==> config.mk <==
export PLATFORM = sky130hd
export DESIGN_NAME = lemming_world
export DESIGN_NICKNAME = d
export VERILOG_FILES = /design/src/rtl/lemming_pkg.sv /design/src/rtl/lemming_step_timer.sv /design/src/rtl/lemming_world.sv
export SDC_FILE = /design/constraint.sdc
export NUM_CORES = 1
export LEC_CHECK = 0
export BUFFER_PORTS_ARGS = -buffer_cell sky130_fd_sc_hd__buf_2
export CAP_MARGIN = 15
export CORE_MARGIN = 2
export CORE_UTILIZATION = 46
export CTS_CLUSTER_SIZE = 25
export DETAILED_ROUTE_END_ITERATION = 10
export PLACE_DENSITY = 0.75
export SLEW_MARGIN = 20
export SYNTH_ARGS = -nofsm -noshare
export SYNTH_HDL_FRONTEND = slang
export SYNTH_HIERARCHICAL = 1
export SYNTH_SLANG_ARGS = --single-unit
==> constraint.sdc <==
create_clock -name clk -period 2.1 [get_ports clk]
set_input_delay 0.21 -clock clk [delete_from_list [all_inputs] [get_ports clk]]
set_output_delay 0.21 -clock clk [all_outputs]
set_load 0.005 [all_outputs]
==> src/rtl/lemming_pkg.sv <==
// Shared definitions for the lemming playfield and its walker FSM.
// Used by lemming_step_timer and lemming_world.
package lemming_pkg;

    // Default playfield geometry and step rate
    localparam int DEF_ARENA_W  = 16;
    localparam int DEF_STEP_DIV = 4;

    // Direction encoding shared with the walker FSM
    localparam logic DIR_LEFT  = 1'b0;
    localparam logic DIR_RIGHT = 1'b1;

    // World FSM: frozen or stepping
    typedef enum logic {
        ST_IDLE,
        ST_RUN
    } world_state_t;

endpackage

==> src/rtl/lemming_step_timer.sv <==
// Step-rate divider with the IDLE/RUN world FSM.
// tick is high on the last divider count of each period while running.
module lemming_step_timer
    import lemming_pkg::*;
#(
    parameter int STEP_DIV = DEF_STEP_DIV
) (
    input  logic clk,
    input  logic areset,
    input  logic run,
    output logic tick
);

    localparam int                CNT_W    = (STEP_DIV > 1) ? $clog2(STEP_DIV) : 1;
    localparam logic [CNT_W-1:0]  CNT_LAST = CNT_W'(STEP_DIV - 1);

    world_state_t     state, state_next;
    logic [CNT_W-1:0] count, count_next;

    // State and divider registers
    always_ff @(posedge clk or posedge areset) begin
        if (areset) begin
            state <= ST_IDLE;
            count <= '0;
        end else begin
            // NOTE: non-blocking so every flop samples pre-edge values, independent of statement order.
            state <= state_next;
            count <= count_next;
        end
    end

    // Next-state, divider advance and tick decode
    always_comb begin
        // NOTE: defaults first so no path leaves a signal unassigned, which would infer a latch.
        state_next = state;
        count_next = count;
        tick       = 1'b0;
        case (state)
            ST_IDLE: begin
                count_next = '0;
                if (run) state_next = ST_RUN;
            end
            ST_RUN: begin
                if (!run) begin
                    state_next = ST_IDLE;
                    count_next = '0;
                end else begin
                    tick       = (count == CNT_LAST);
                    count_next = tick ? '0 : count + CNT_W'(1);
                end
            end
            default: begin
                state_next = ST_IDLE;
                count_next = '0;
            end
        endcase
    end

endmodule

==> src/rtl/lemming_world.sv <==
// Playfield model for one lemming: position counter, wall/obstacle bumps,
// placement override and protocol-error flag.
// Optional obstacle register enabled by defining LEMMING_OBSTACLE_EN.
module lemming_world
    import lemming_pkg::*;
#(
    parameter int ARENA_W  = DEF_ARENA_W,
    parameter int STEP_DIV = DEF_STEP_DIV,
    parameter int POS_W    = 4
) (
    input  logic             clk,
    input  logic             areset,
    input  logic             run,
    input  logic             walk_left,
    input  logic             walk_right,
    input  logic             place_valid,
    input  logic [POS_W-1:0] place_pos,
    input  logic             obst_valid,
    input  logic [POS_W-1:0] obst_pos,
    output logic             bump_left,
    output logic             bump_right,
    output logic [POS_W-1:0] pos,
    output logic             step_tick,
    output logic             proto_err
);

    localparam logic [POS_W-1:0] LAST_POS = POS_W'(ARENA_W - 1);

    logic             tick;
    logic [POS_W-1:0] target_left, target_right, place_clamped;
    logic             hit_left, hit_right;
    logic [POS_W-1:0] pos_next;
    logic             bump_left_next, bump_right_next, proto_err_next;

    lemming_step_timer #(
        .STEP_DIV (STEP_DIV)
    ) u_timer (
        .clk    (clk),
        .areset (areset),
        .run    (run),
        .tick   (tick)
    );

    assign target_left   = pos - POS_W'(1);
    assign target_right  = pos + POS_W'(1);
    assign place_clamped = (int'(place_pos) >= ARENA_W) ? LAST_POS : place_pos;

`ifdef LEMMING_OBSTACLE_EN
    logic             obst_vld_q;
    logic [POS_W-1:0] obst_cell_q;

    // Obstacle register; out-of-arena cells load as invalid
    always_ff @(posedge clk or posedge areset) begin
        if (areset) begin
            obst_vld_q  <= 1'b0;
            obst_cell_q <= '0;
        end else if (obst_valid) begin
            obst_vld_q  <= (int'(obst_pos) < ARENA_W);
            obst_cell_q <= obst_pos;
        end
    end

    assign hit_left  = obst_vld_q && (obst_cell_q == target_left);
    assign hit_right = obst_vld_q && (obst_cell_q == target_right);
`else
    // Obstacle ports are kept for a uniform interface but have no effect
    wire unused_obst = ^{obst_valid, obst_pos};

    assign hit_left  = 1'b0;
    assign hit_right = 1'b0;
`endif

    // Step evaluation on a tick; placement overrides the move and any bump
    always_comb begin
        pos_next        = pos;
        bump_left_next  = 1'b0;
        bump_right_next = 1'b0;
        proto_err_next  = proto_err;
        if (tick) begin
            if (walk_left == walk_right) begin
                proto_err_next = 1'b1;
            end else if (walk_left) begin
                if (pos == '0 || hit_left) bump_left_next = 1'b1;
                else                       pos_next       = target_left;
            end else begin
                if (pos == LAST_POS || hit_right) bump_right_next = 1'b1;
                else                              pos_next        = target_right;
            end
        end
        if (place_valid) begin
            pos_next        = place_clamped;
            bump_left_next  = 1'b0;
            bump_right_next = 1'b0;
        end
    end

    // Registered outputs
    always_ff @(posedge clk or posedge areset) begin
        if (areset) begin
            pos        <= '0;
            bump_left  <= 1'b0;
            bump_right <= 1'b0;
            step_tick  <= 1'b0;
            proto_err  <= 1'b0;
        end else begin
            pos        <= pos_next;
            bump_left  <= bump_left_next;
            bump_right <= bump_right_next;
            step_tick  <= tick;
            proto_err  <= proto_err_next;
        end
    end

endmodule

Word-level counts from Yosys, hierarchy flattened --
Index checks and enable logic that the tools add are counted. W data, S select, Z words.
Word-level totals: input port bits 15, register bits after elaboration 11
Cells by class: equality and inequality tests 6, add/subtract/negate cells 3, multiplexer cells 22, reductions and logical operators 4, bitwise logic cells 1
Operators with widths (number):
- $mux W4 | 6
- $mux W1 | 13
- $ne A3 B3 Y1 const B | 2
- $add A4 B1 Y4 const B | 1
- $eq A4 B4 Y1 const B | 1
- $logic_not A4 Y1 | 1
- $mux W2 | 2
- $pmux W2 S2 | 1
- $reduce_and A4 Y1 | 1
- $sub A4 B1 Y4 const B | 1
- $add A2 B1 Y2 const B | 1
- $eq A2 B2 Y1 const B | 1
- $ne A2 B2 Y1 const B | 1
- $reduce_and A2 Y1 | 1
- $reduce_bool A2 Y1 | 1
- $eq A1 B1 Y1 | 1
- $not A1 Y1 | 1

Logic depth before layout (Yosys ltp) --
Gate-level depths: netlist of the first run.
depth after elaboration 6, depth in mapped cells 6, mapped depth without buffers 6

Hierarchy --
Netlist of the first run, hierarchy kept.
Modules (own cells, without submodules):
- lemming_world | cells an instance 50, area an instance 509.2 um^2, times used 1
- lemming_step_timer | cells an instance 8, area an instance 117.6 um^2, times used 1

Worst setup path before layout of the first run --
No wires, ideal clock.
kind reg-to-reg, start register pos[2], end register pos[3], buffers on the path 0, data required time 2010 ps, stages on the path, launching flop included 6, path slack 563 ps, library setup time 90 ps, data arrival time 1447 ps, path through dfrtp_1 ha_1 a21oi_1 a21oi_1 or2_2 o221ai_1
On the way: cells in the longest elaborated chain, start to end 6
RTL lines:
- from (decl) | RTL line lemming_world.sv:22 | output logic [POS_W-1:0] pos,
- from (signal assigned) | RTL line lemming_world.sv:106 | pos <= pos_next;
- $add A4 B1 Y4 / $sub A4 B1 Y4 (equally long branches) | RTL line lemming_world.sv:45, lemming_world.sv:44
- $mux W4, on equally long branches | RTL line lemming_world.sv:86, lemming_world.sv:83
- $mux W4 | RTL line lemming_world.sv:82 | end else if (walk_left) begin
- $mux W4 | RTL line lemming_world.sv:80 | if (walk_left == walk_right) begin
- $mux W4 | RTL line lemming_world.sv:79 | if (tick) begin
- $mux W4 | RTL line lemming_world.sv:90 | if (place_valid) begin
Parallel ways exist; a longest one is shown, timed or not. The select of a mux whose other input is x is not followed. A chain may end at the register's enable or synchronous reset.

Final worst setup path of the first run --
Same ends and word-level chain as after synthesis.

==> summary.txt, run 1 <==
Status
  – Status: finished, final reports clean

STA
  – Worst-Margin Slew: 0.3144 ns
  – Hold Fails Final Rpt: 0
  – Post-route setup TNS: 0 ns
  – Final setup violation count: 0
  – RSZ-0062 raised after global routing: no
  – Fmax: 587.2 MHz
  – Slew Viols, Final: 0
  – Clock Skews: 0.002359 ns
  – Min Tclk post-route: 1.703 ns
  – Relative slew slack: between 70% and 80%
  – Final period utilization: 81.09%

Die
  – Die Span X: 40.92 um
  – Chip Height: 40.92 um
  – FP Rows: 13
  – Core ar.: 1285 um^2
  – Die area: 1674 um^2
  – I/O pins: 23
  – Initial Util: 48.78%

Power and ir drop
  – Gate power share: 18.0%
  – Switching part of the total: 28.81%
  – Sequential share of power: about half
  – VDD IR max: 0.3230 mV
  – Power Total: 0.4733 mW
  – Psw: about 0.14 mW
  – Static Leakage: 0.3899 nW
  – Pwr per Cell Area: 619.2 nW/um^2
  – Power share of the clock group: a little under a third
  – Power Internal: 0.3370 mW

Yosys
  – Count of cell types in the netlist: 32
  – Sequential area share after synthesis: 43.91%
  – Synth top area share: 43.91%
  – Ys async rst share: 100.0%
  – Seq cells post-synth: 11
  – Syn Nets: 77
  – Cell area after synthesis: ~630 um^2
  – Top-count cell post-synth: dfrtp_1
  – Largest cells by area after synthesis: dfrtp_1 (44%), ha_1 (6.0%), inv_1 (3.6%)
  – Post-synth EDFFs: 0
  – Avg Cell Area, Syn: 10.81 um^2
  – Top cells by count, synth: dfrtp_1 (11), inv_1 (6), nand2_1 (4)
  – Top FF cell, synth: dfrtp_1
  – Mapped Cells: 58
  – Synth area leader: dfrtp_1
  – Synth warn: 6

Global route
  – Vias in the first global route: 458
  – Gr ovfl total: 0
  – Initial antenna violation count: 0
  – GR Util All Layers: 19.43%
  – Largest net degree at the start of global routing: 14
  – First-pass GRT wire length: 2028 um

Detailed routing
  – Residual DRC: 0
  – Vias: around 520
  – Avg WL per Cell: 13.02 um
  – WL final: about 1200 um
  – Drt initial violations: 7
  – Via density: around 5.5
  – Antenna viol nets, final: 0
  – TritonRoute pass-1 iters: 4

CTS
  – Post-CTS Setup Inserts: 0
  – Total CTS buffers: 3
  – H-Tree Depth: 1
  – CTS max path bufs: 2
  – Clk_lat worst skew: around 0.28 ns
  – Clock transition at the registers of the reported paths: 0.08 ns
  – CTS Root Cell: clkbuf_4
  – CTS tree: built
  – Clock sinks: 11

Worst setup path
  – CP endpoint kind: flop
  – Crit path arrival time: 1.89 ns
  – R2r startpoint: pos[2]
  – Reg-to-Reg End: pos[3]
  – CP required: approximately 2.3 ns
  – CP max FO: 6
  – Crit Path Category: flop to flop
  – R2R Setup Slk: around 0.40 ns
  – Cell breakdown of the critical path: ha_1 > a21oi_1 > a21oi_1 > or2_2 > o221ai_1
  – Cell count of the worst reg-to-reg path: 5
  – Worst Path Buf+Inv: 0
  – Worst path slowest cell: dfrtp_1
  – Crit-path max cell delay: 0.46 ns
  – Startpoint types: flop
  – Cell with the most instances on the worst path: a21oi_1
  – Delay-heaviest family, CP: compound AO/OA/AOI/OAI gates

Worst hold path
  – Hold Path Origin: run
  – WHS Path Cells: 1
  – HP Class: input port to flop
  – Worst Hold End: u_timer/state

Placement
  – DP HPWL: 942.4 um
  – IO Port Bufs: 17
  – GPL Wtd Cong: 0.8780

Layout
  – Share of post-route cells with drive strength above 1: roughly 35%
  – Layout Nets: 99
  – Multi-input gate area: 325.3 um^2
  – Area grow syn2layout: 21.96%
  – Filler cells: 113
  – Reg area: 275.3 um^2
  – # diodes: 0

Flow run
  – Maxcap violations: 0
-- worst max-delay path by stage --
stage / startpoint / to / slack, ns / cells past startpoint
finish: pos[2] / pos[3] / 0.40 / 5
CTS: pos[2] / pos[3] / 0.41 / 5
detailed placement: pos[2] / pos[3] / 0.42 / 5
floorplan: pos[2] / pos[3] / 0.56 / 5
global route: pos[2] / pos[3] / 0.32 / 5
global placement: pos[2] / pos[3] / 0.49 / 5
-- cell usage in the layout, fill, tap and decap left out --
cell	instances
dfrtp_1	11
or4_1	1
clkinv_2	1
nor2_1	1
mux2_4	1
fa_1	1
and4bb_1	1
xor2_1	1
o21ai_0	2
a21o_2	1
or2_2	1
nand3_1	1
o311ai_1	1
nor2b_1	1
nor4_1	3
nand2b_4	1
nand2b_1	1
and3_2	1
nand2_1	4
nor4b_2	1
and4b_4	1
o31ai_1	2
a21oi_1	2
clkbuf_4	3
and3_1	2
or2_1	1
nor3_1	1
buf_2	17
a221o_1	1
o221ai_1	1
ha_1	3
dlygate4sd3_1	1
nor4b_1	1
xnor2_1	1
inv_1	6
-- power by group through the flow --
| stage | logic (mW) | clock network, mW | registers, mW |
|---|---|---|---|
| after floorplan | 0.0546 | 0 | 0.240 |
| after global placement | 0.0800 | 0 | 0.241 |
| after detailed placement | 0.0840 | 0 | 0.242 |
| after CTS | 0.0858 | 0.152 | 0.238 |
| after global routing | 0.0992 | 0.164 | 0.241 |
| final | 0.0851 | 0.150 | 0.238 |
-- routing by layer --
metal / track usage, % / part of all wire, % / wire (um) / up-vias
li1: - / - / - / 254
met1: 26.69 / 49 / 595 / 244
met2: 26.56 / 43 / 523 / 16
met3: 4.891 / 4.2 / 52 / 5
met4: 12.50 / 4.3 / 53 / 0
met5: 0 / 0 / 0 / -
-- registers in the layout (all words and copies together), names as in the netlist --
| name | count |
|---|---|
| bump_left | 1 |
| bump_right | 1 |
| pos | 4 |
| proto_err | 1 |
| step_tick | 1 |
| u_timer/count | 2 |
| u_timer/state | 1 |
-- kinds of logic (layout without fill, tap and decap cells) --
| logic type | count (synthesis) | after routing | share of synthesized area, % |
|---|---|---|---|
| flip-flops | 11 | 11 | 43.91 |
| XOR/XNOR | 2 | 2 | 2.795 |
| adder cells (fa/ha/maj) | 4 | 4 | 9.182 |
| AND/OR/NAND/NOR | 23 | 23 | 26.15 |
| multiplexers | 1 | 1 | 2.395 |
| buffers and inverters | 7 | 28 | 4.191 |
| AO/OA/AOI/OAI | 10 | 10 | 11.38 |
-- per-stage QoR --
stage	instances	utilization [%]	area, um^2	worst slack, ns	hold slack, ns
6_report	94	59.49	764.5	0.3970	0.06676
5_1_grt	94	59.49	764.5	0.3237	0.06860
4_1_cts	94	59.49	764.5	0.4059	0.06496
3_5_place_dp	89	56.57	726.9	0.4225	0.09525
3_3_place_gp	89	56.57	726.9	0.4940	0.08482
2_1_floorplan	58	-	626.9	0.5626	-0.03636
-- what timing repair did --
action,4_1_cts,5_1_grt
endpoints found under the hold margin,11,0
gates resized for setup,0,0
endpoints found under the setup margin,0,0
hold buffers,1,0
-- final cells by class --
class                   instances  area share [%]
clock inverters                 1          0.6547
multi-input cells              40           42.55
well taps                      15           2.455
repair buffers                 18           12.44
flip-flops and latches         11           36.01
inverters                       6           2.946
clock buffers                   3           2.946
(Power assumes the default switching activity.)
==> inputs of run 2 (changes only) <==
--- a/config.mk
+++ b/config.mk
@@ -8,10 +8,10 @@
 export BUFFER_PORTS_ARGS = -buffer_cell sky130_fd_sc_hd__buf_2
 export CAP_MARGIN = 15
 export CORE_MARGIN = 2
-export CORE_UTILIZATION = 46
+export CORE_UTILIZATION = 42
 export CTS_CLUSTER_SIZE = 25
 export DETAILED_ROUTE_END_ITERATION = 10
-export PLACE_DENSITY = 0.75
+export PLACE_DENSITY = 0.72
 export SLEW_MARGIN = 20
 export SYNTH_ARGS = -nofsm -noshare
 export SYNTH_HDL_FRONTEND = slang
==> constraint.sdc (replaced) <==
create_clock -name clk -period 1.55 [get_ports clk]
set_input_delay 0.155 -clock clk [delete_from_list [all_inputs] [get_ports clk]]
set_output_delay 0.155 -clock clk [all_outputs]
set_load 0.005 [all_outputs]
==> summary.txt, run 2 (synthesis gave the netlist of run 1 again) <==
Layout
  – Largest register FFs: 4 (unchanged)
  – Commonest non-fill, non-tap cells in the layout: buf_2 (17), buf_4 (10), dfrtp_1 (8), inv_1 (6), nand2_1 (4) (was buf_2 (17), dfrtp_1 (11), inv_1 (6), nand2_1 (4))
  – # diodes: 0 (unchanged)
  – Area grow syn2layout: 39.32% (was 21.96%)
  – Leading cell type in the layout, fill and taps excluded: buf_2 (unchanged)
  – Share of post-route cells with drive strength above 1: 50.56% (was 35.44%)
  – Reg with most FFs: pos (unchanged)
  – Largest registers: pos: 4 flops, u_timer/count: 2 flops (unchanged)
  – Layout Nets: 109 (was 99)
  – Filler cells: 107 (was 113)

Status
  – Status: finished, violations left (was finished, final reports clean)
  – Failing checks: negative setup slack

STA
  – Hold slack: 0.02517 ns (was 0.06676 ns)
  – Hold Fails Final Rpt: 0 (unchanged)
  – Relative slew slack: 72.53% (was 78.85%)
  – RSZ-0062 raised after global routing: yes (was no)
  – Clock Skews: 0.0003429 ns (was 0.002359 ns)
  – Worst-Margin Slew: 0.4083 ns (was 0.3144 ns)
  – Min Tclk post-route: 1.573 ns (was 1.703 ns)
  – Final setup margin: -0.02258 ns (was 0.3970 ns)
  – Slew Viols, Final: 0 (unchanged)
  – Final setup violation count: 1 (was 0)
  – Final period utilization: 101.5% (was 81.09%)
  – Post-route setup TNS: -0.02258 ns (was 0 ns)
  – Fmax: 635.9 MHz (was 587.2 MHz)

Worst setup path
  – CP max FO: 4 (was 6)
  – Crit path arrival time: 1.73 ns (was 1.89 ns)
  – Crit Path Category: flop to flop (unchanged)
  – CP required: 1.71 ns (was 2.29 ns)
  – Startpoint types: flop (unchanged)
  – CP endpoint kind: flop (unchanged)

Global route
  – Largest net degree at the start of global routing: 14 (unchanged)
  – Grt met3 use: 2.586% (was 4.891%)
  – Vias in the first global route: 536 (was 458)
  – Initial antenna violation count: 0 (unchanged)
  – Met2 Usage GRT: 28.18% (was 26.56%)
  – GR Util All Layers: 17.68% (was 19.43%)
  – Gr busiest metal: met2 (was met1)
  – Met1 Use GR: 21.90% (was 26.69%)
  – Gr ovfl total: 0 (unchanged)
  – First-pass GRT wire length: 2304 um (was 2028 um)

CTS
  – CTS tree: built (unchanged)
  – Clock transition at the registers of the reported paths: 0.08 ns (about the same)
  – H-Tree Depth: 1 (unchanged)
  – CTS Root Cell: clkbuf_4 (unchanged)
  – Clock sinks: 11 (unchanged)
  – CTS max path bufs: 2 (unchanged)
  – Total CTS buffers: 3 (unchanged)
  – Clk_lat worst skew: 0.27 ns (was 0.28 ns)

Die
  – Die Span X: 42.63 um (was 40.92 um)
  – I/O pins: 23 (unchanged)
  – Die area: 1817 um^2 (was 1674 um^2)
  – Chip Height: 42.63 um (was 40.92 um)
  – Initial Util: 46.43% (was 48.78%)
  – FP Rows: 13 (unchanged)
  – Core ar.: 1350 um^2 (was 1285 um^2)

Power and ir drop
  – Static Leakage: 0.4364 nW (was 0.3899 nW)
  – VDD IR max: 0.3763 mV (was 0.3230 mV)
  – Pwr per Cell Area: 780.4 nW/um^2 (was 619.2 nW/um^2)

Detailed routing
  – Via density: 5.337 (was 5.521)
  – Residual DRC: 0 (unchanged)
  – Avg WL per Cell: 13.91 um (was 13.02 um)
  – Antenna viol nets, final: 0 (unchanged)
  – WL final: 1447 um (was 1224 um)
  – TritonRoute pass-1 iters: 4 (unchanged)
  – Drt initial violations: 3 (was 7)
  – Vias: 555 (was 519)

Flow run
  – Maxcap violations: 0 (unchanged)

Placement
  – GPL Wtd Cong: 0.8057 (was 0.8780)
  – IO Port Bufs: 17 (unchanged)
  – DP HPWL: 1043 um (was 942.4 um)
  – Place WS: -0.1154 ns (was 0.4225 ns)

Worst hold path
  – HP Class: input port to flop (unchanged)
run 2: cell types whose count changed in the layout (fill, tap and decap cells not counted), sizes merged:
cell and delta:
buf +10
run 2: routing by layer:
| metal | vias up | part of all wire [%] |
|---|---|---|
| met5 | - | 0 |
| met3 | 4 | 3.0 |
| met1 | 260 | 47 |
| met4 | 0 | 1.7 |
| met2 | 16 | 49 |
| li1 | 275 | - |
run 2: repair_timing:
item                                    CTS  global route
pin swaps                                 0             0
gates resized for setup                   6             3
endpoints found under the setup margin    2             4
hold buffers                              1             0
endpoints found under the hold margin    11             0
buffers inserted                          2             0
run 2: stage by stage:
stage / cells / cell area [um^2] / total power, mW / utilization [%]
finish: 104 / 873.3 / 0.6815 / 64.69
detailed placement: 97 / 787.0 / 0.4603 / 58.29
floorplan: 58 / 626.9 / 0.3984 / -
global placement: 97 / 787.0 / 0.4521 / 58.29
CTS: 104 / 868.3 / 0.6807 / 64.32
global route: 104 / 873.3 / 0.7194 / 64.69
run 2: path summary, 6_finish.rpt:
path | from | to | slack, ns | depth (start not counted)
setup / recovery | pos[2] | pos[2] | -0.02 | 4
hold reg to reg | proto_err | proto_err | 0.46 | 1
setup reg to reg | pos[2] | pos[2] | -0.02 | 4
hold / removal | run | u_timer/state | 0.03 | 1
max in group asynchronous | areset | pos[0] | 0.89 | 3
min in group asynchronous | areset | u_timer/count[0] | 0.30 | 3
run 2: layout make-up:
class | count | area, um^2 | share of cell area [%]
clock buffer | 3 | 22.52 | 2.579
clock inverter | 1 | 5.005 | 0.5731
inverter | 6 | 22.52 | 2.579
multi-input combinational | 40 | 355.3 | 40.69
sequential | 11 | 279.0 | 31.95
tap | 15 | 18.77 | 2.149
timing repair buffer | 28 | 170.2 | 19.48
run 2: power by group:
group	internal, mW	total, mW	switching (mW)	leakage (nW)
clock network	0.0956	0.203	0.107	0.0177
logic	0.0844	0.157	0.0722	0.279
registers	0.303	0.322	0.0187	0.139
run 2: worst max-delay path, cell delays in order, from the launching register on:
cell and delay, ns:
dfrtp_2 0.45, and4b_4 0.22, mux2_4 0.28, or2_1 0.22
a221o_1 0.29
